$ cat config.mk
export PLATFORM = sky130hd
export DESIGN_NAME = weight_ram_loader
export DESIGN_NICKNAME = d
export VERILOG_FILES = /design/src/rtl/weight_ram_loader_pkg.sv /design/src/rtl/weight_ram_loader_ram_sdp.sv /design/src/rtl/weight_ram_loader.sv
export SDC_FILE = /design/constraint.sdc
export NUM_CORES = 2
export LEC_CHECK = 0
export BUFFER_PORTS_ARGS = -buffer_cell sky130_fd_sc_hd__buf_2
export CAP_MARGIN = 25
export CORE_MARGIN = 4
export CORE_UTILIZATION = 30
export DETAILED_ROUTE_END_ITERATION = 16
export PLACE_DENSITY = 0.5
export SLEW_MARGIN = 20
export SYNTH_ARGS = -nofsm -noshare
export SYNTH_HDL_FRONTEND = slang
export SYNTH_SLANG_ARGS = --single-unit
$ cat constraint.sdc
create_clock -name clk_i -period 2.4 [get_ports clk_i]
set_input_delay 0.24 -clock clk_i [delete_from_list [all_inputs] [get_ports clk_i]]
set_output_delay 0.24 -clock clk_i [all_outputs]
set_load 0.02 [all_outputs]
$ cat src/rtl/weight_ram_loader_pkg.sv
// Shared weight-memory widths and loader FSM encoding, common to the
// weight RAM loader and the fixed weight ROM users.
package weight_pkg;

  localparam int ADDR_WIDTH = 9;
  localparam int DATA_WIDTH = 8;

  typedef enum logic [1:0] {
    IDLE,
    WAIT_BYTE,
    ACK,
    DONE
  } loader_state_t;

endpackage

$ cat src/rtl/weight_ram_loader_ram_sdp.sv
// Simple dual-port weight array: one clocked write port, one read port.
// The read register sits in the parent so the array itself needs no reset.
module ram_sdp #(
  parameter int ADDR_WIDTH = weight_pkg::ADDR_WIDTH,
  parameter int DATA_WIDTH = weight_pkg::DATA_WIDTH
) (
  input  logic                  clk_i,
  input  logic                  we_i,
  input  logic [ADDR_WIDTH-1:0] waddr_i,
  input  logic [DATA_WIDTH-1:0] wdata_i,
  input  logic [ADDR_WIDTH-1:0] raddr_i,
  output logic [DATA_WIDTH-1:0] rdata_o
);

  import weight_pkg::*;

  logic [DATA_WIDTH-1:0] mem_q [2**ADDR_WIDTH];

  always_ff @(posedge clk_i) begin
    if (we_i) begin
      mem_q[waddr_i] <= wdata_i;
    end
  end

  // Sampled by the parent's read register, so a same-cycle write yields old data.
  assign rdata_o = mem_q[raddr_i];

endmodule

$ cat src/rtl/weight_ram_loader.sv
// Loads NUM_WORDS bytes from the UART receiver into the weight RAM and
// serves them to the datapath through a 1-cycle registered read port.
module weight_ram_loader #(
  parameter int ADDR_WIDTH = weight_pkg::ADDR_WIDTH,
  parameter int DATA_WIDTH = weight_pkg::DATA_WIDTH,
  parameter int NUM_WORDS  = 512
) (
  input  logic                  clk_i,
  input  logic                  rst_i,
  input  logic                  start_i,
  input  logic [DATA_WIDTH-1:0] rx_data_i,
  input  logic                  rx_rdy_i,
  output logic                  clr_rx_rdy_o,
  input  logic [ADDR_WIDTH-1:0] rd_addr_i,
  output logic [DATA_WIDTH-1:0] q_o,
  output logic                  busy_o,
  output logic                  done_o,
  output logic [7:0]            chksum_o
);

  import weight_pkg::*;

  localparam logic [ADDR_WIDTH-1:0] LAST_ADDR = ADDR_WIDTH'(NUM_WORDS - 1);

  loader_state_t         state_q;
  logic [ADDR_WIDTH-1:0] wr_addr_q;
  logic                  busy_q;
  logic                  done_q;
  logic                  clr_q;
  logic [7:0]            chksum_q;
  logic [DATA_WIDTH-1:0] q_q;
  logic [DATA_WIDTH-1:0] rd_data_d;
  logic                  wr_en_d;

  assign wr_en_d = (state_q == WAIT_BYTE) && rx_rdy_i;

  ram_sdp #(
    .ADDR_WIDTH(ADDR_WIDTH),
    .DATA_WIDTH(DATA_WIDTH)
  ) u_ram (
    .clk_i  (clk_i),
    .we_i   (wr_en_d),
    .waddr_i(wr_addr_q),
    .wdata_i(rx_data_i),
    .raddr_i(rd_addr_i),
    .rdata_o(rd_data_d)
  );

  // start is only honoured in IDLE/DONE, so an in-flight load always completes.
  always_ff @(posedge clk_i or posedge rst_i) begin
    if (rst_i) begin
      state_q   <= IDLE;
      wr_addr_q <= '0;
      busy_q    <= 1'b0;
      done_q    <= 1'b0;
      clr_q     <= 1'b0;
      chksum_q  <= 8'h00;
    end else begin
      clr_q <= 1'b0;
      case (state_q)
        IDLE, DONE: begin
          if (start_i) begin
            state_q   <= WAIT_BYTE;
            wr_addr_q <= '0;
            chksum_q  <= 8'h00;
            done_q    <= 1'b0;
            busy_q    <= 1'b1;
          end
        end
        WAIT_BYTE: begin
          if (rx_rdy_i) begin
            chksum_q <= chksum_q + rx_data_i[7:0];
            clr_q    <= 1'b1;
            state_q  <= ACK;
          end
        end
        ACK: begin
          if (wr_addr_q == LAST_ADDR) begin
            state_q <= DONE;
            done_q  <= 1'b1;
            busy_q  <= 1'b0;
          end else begin
            wr_addr_q <= wr_addr_q + ADDR_WIDTH'(1);
            state_q   <= WAIT_BYTE;
          end
        end
        default: state_q <= IDLE;
      endcase
    end
  end

  always_ff @(posedge clk_i or posedge rst_i) begin
    if (rst_i) begin
      q_q <= '0;
    end else begin
      q_q <= rd_data_d;
    end
  end

  assign q_o          = q_q;
  assign busy_o       = busy_q;
  assign done_o       = done_q;
  assign clr_rx_rdy_o = clr_q;
  assign chksum_o     = chksum_q;

endmodule
==> reports/results.tsv <==
metric	value	unit
clk_pin_slew_worst_paths	0.06	ns
drive_gt1_share	38.1	%
critical_path.endpoint_type	register	
synth_edf_count	4096	
synth_cells	7446	
required	3.28	ns
yosys_warnings	0	
grt_max_degree	175	
final_common_cell	edfxtp_1	
worst_pin_slew	1.26	ns
grt_pass1_vias	87500	
wl	518	mm
die_area	0.547	mm^2
maxSlewHeadroom	16.2	%
cts_tree	done	
fmax	355	MHz
cp-startpoint	u_ram.mem_q[257][2]	
syn_area	0.160	mm^2
clockBufferDepth	4	
drc	0	
vdd_drop_max	0.585	mV
die_height	739	um
ys_ff_latch	4126	
hp-start	rd_addr_i[5]	
layout.nets	9354	
synth_top_flop_cell	edfxtp_1	
area_growth	24.0	%
detail-route-antenna-nets	0	
worstSetupPathType	register to register	
die_width	739	um
syn_nets	7483	
maxCapViolCount	0	
drt_iter0_markers	10500	
yosysUniqueCellTypes	83	
placed_area	0.184	mm^2
avgSynthCellArea	21.6	um^2
clkLatencyLatePin	1.02	ns
grt_usage	18.4	%
io_pins	40	
timing.final.max_slew_violations	0	
violations	setup timing	
layout_common_cells	4096 x edfxtp_1, 1581 x buf_4, 988 x mux4_2	
drtPass1Iterations	5	
finalPower	157	mW
min_period	2.81	ns
yosysSeqAreaShare	77.1	%
power.density	791	mW/mm^2
multi_input_area	0.0347	mm^2
p_leak	65.3	nW
holdWs	0.145	ns
root_buffer	clkbuf_16	
grt_pass1_wl	713	mm
async_flop_share	0.727	%
register_area	0.124	mm^2
hold_violations	0	
core	0.533	mm^2
cts_made_buffers	428	
cp.arrival	3.69	ns
path_max_fanout	1	
nFillCells	48200	
finalClockSkew	0.0986	ns
gp_congestion	0.867	
dp_hpwl	351	mm
rsz0062_at_grt	true	
period_share	117	%
initial_core_util	30.1	%
final_area	0.199	mm^2
reg2reg_from	u_ram.mem_q[257][2]	
finalSetupViolations	8	
cp-start-kind	register	
viasPerCell	5.13	
vias	85700	
grt_antenna_before_repair	55	
io_buffer_count	39	
grt_overflow	0	
worst_slack	-0.414	ns
row_count	268	
htree_levels	5	
wl_per_cell	31.0	um
hp-class	primary input to register	
outcome	complete, but fails checks	
cts_sinks	4126	
==> final cells by class <==
type	instances	share of cell area (%)
timing repair buffer	1897	8.83
multi-input combinational	2851	17.5
clock buffer	511	5.61
tap	7020	4.42
clock inverter	279	1.44
inverter	13	0.0245
sequential	4126	62.2
antenna	6	0.00755
==> cell usage after synthesis, types with 8 or more instances <==
cell	number	share of area [%]
edfxtp_1	4096	77
mux4_2	988	14
nor2_1	612	1.4
mux2i_1	266	1.7
clkbuf_1	144	0.34
o22ai_1	124	0.48
buf_2	121	0.38
nand2_1	121	0.28
a21oi_1	107	0.33
buf_6	88	0.62
a22oi_1	85	0.40
buf_4	68	0.32
o21ai_0	52	0.16
nand3_1	49	0.15
mux2_2	43	0.30
nor2b_1	36	0.14
a211oi_1	30	0.14
dfrtp_1	30	0.47
buf_1	27	0.063
a22o_1	25	0.14
nor4_1	23	0.090
nand2b_1	20	0.078
nor3_1	19	0.059
a221oi_1	18	0.098
a2111oi_0	15	0.082
ha_1	15	0.12
o221ai_1	14	0.076
a31oi_1	13	0.051
o211ai_1	13	0.061
inv_1	12	0.028
o22a_1	12	0.065
o2111ai_1	11	0.060
and3_1	9	0.035
nand4_1	9	0.035
o31ai_1	9	0.042
or2_2	8	0.031
==> critical path, cell delays in order (launching register included) <==
cell and delay, ns:
edfxtp_1 0.36, mux2_2 0.27, a22oi_1 0.14, o221ai_1 0.14
o211ai_1 0.71, o31ai_2 0.23, o41ai_4 0.53, buf_6 0.22
nor3_2 0.04
==> state kept, by name (all words and copies together), names as in the netlist <==
signal / count
u_ram.mem_q: 4096
wr_addr_q: 9
chksum_o: 8
q_o: 8
state_q: 2
busy_o: 1
clr_rx_rdy_o: 1
done_o: 1
==> logic make-up after synthesis <==
kind of cell | after synthesis | share of synthesized area, %
AO/OA/AOI/OAI | 578 | 2.48
flip-flops | 4126 | 77.1
AND/OR/NAND/NOR | 949 | 2.56
XOR/XNOR | 11 | 0.0600
buffers and inverters | 469 | 1.82
adder cells (fa/ha/maj) | 16 | 0.129
multiplexers | 1297 | 15.8
==> per-stage QoR <==
step / utilization (%) / TNS (ns) / worst slack (ns) / cells
floorplan: - / 0 / 0.0107 / 7446
global placement: 34.5 / -24.69 / -2.59 / 15900
detailed placement: 34.5 / -27.53 / -1.55 / 15900
CTS: 37.3 / -1.68 / -0.478 / 16700
global route: 37.3 / -1.75 / -0.414 / 16700
finish: 37.3 / -1.52 / -0.414 / 16700
==> layer usage <==
| layer | up-vias | GRT usage [%] | wire length [um] |
|---|---|---|---|
| met4 | 16 | 5.42 | 17700 |
| li1 | 35000 | - | - |
| met3 | 735 | 3.41 | 40500 |
| met2 | 3629 | 29.7 | 245000 |
| met1 | 46300 | 25.3 | 214000 |
| met5 | - | 0 | 107 |
==> report_power, final <==
part           switching (mW)  internal (mW)
clock network            28.6           38.2
logic                    6.72           4.27
registers               0.184           79.4
total                    35.5            122
==> path summary, 6_finish.rpt <==
| check | slack [ns] | end | cells past startpoint |
|---|---|---|---|
| setup / recovery | -0.41 | q_o[2] | 8 |
| hold / removal | 0.14 | q_o[7] | 6 |
| setup reg to reg | -0.41 | q_o[2] | 8 |
| hold reg to reg | 0.55 | chksum_o[2] | 1 |
| max in group asynchronous | 1.11 | q_o[4] | 4 |
| min in group asynchronous | 0.56 | chksum_o[2] | 4 |
==> what timing repair did <==
action / CTS / global route
gates cloned: 0 / 4
hold buffers: 12 / 0
buffers inserted: 4 / 3
resized for setup: 96 / 52
pin swaps: 30 / 24
endpoints found under the setup margin: 615 / 637
hold endpoints to repair: 951 / 0
Note: power is estimated with default switching activity, not from simulation.
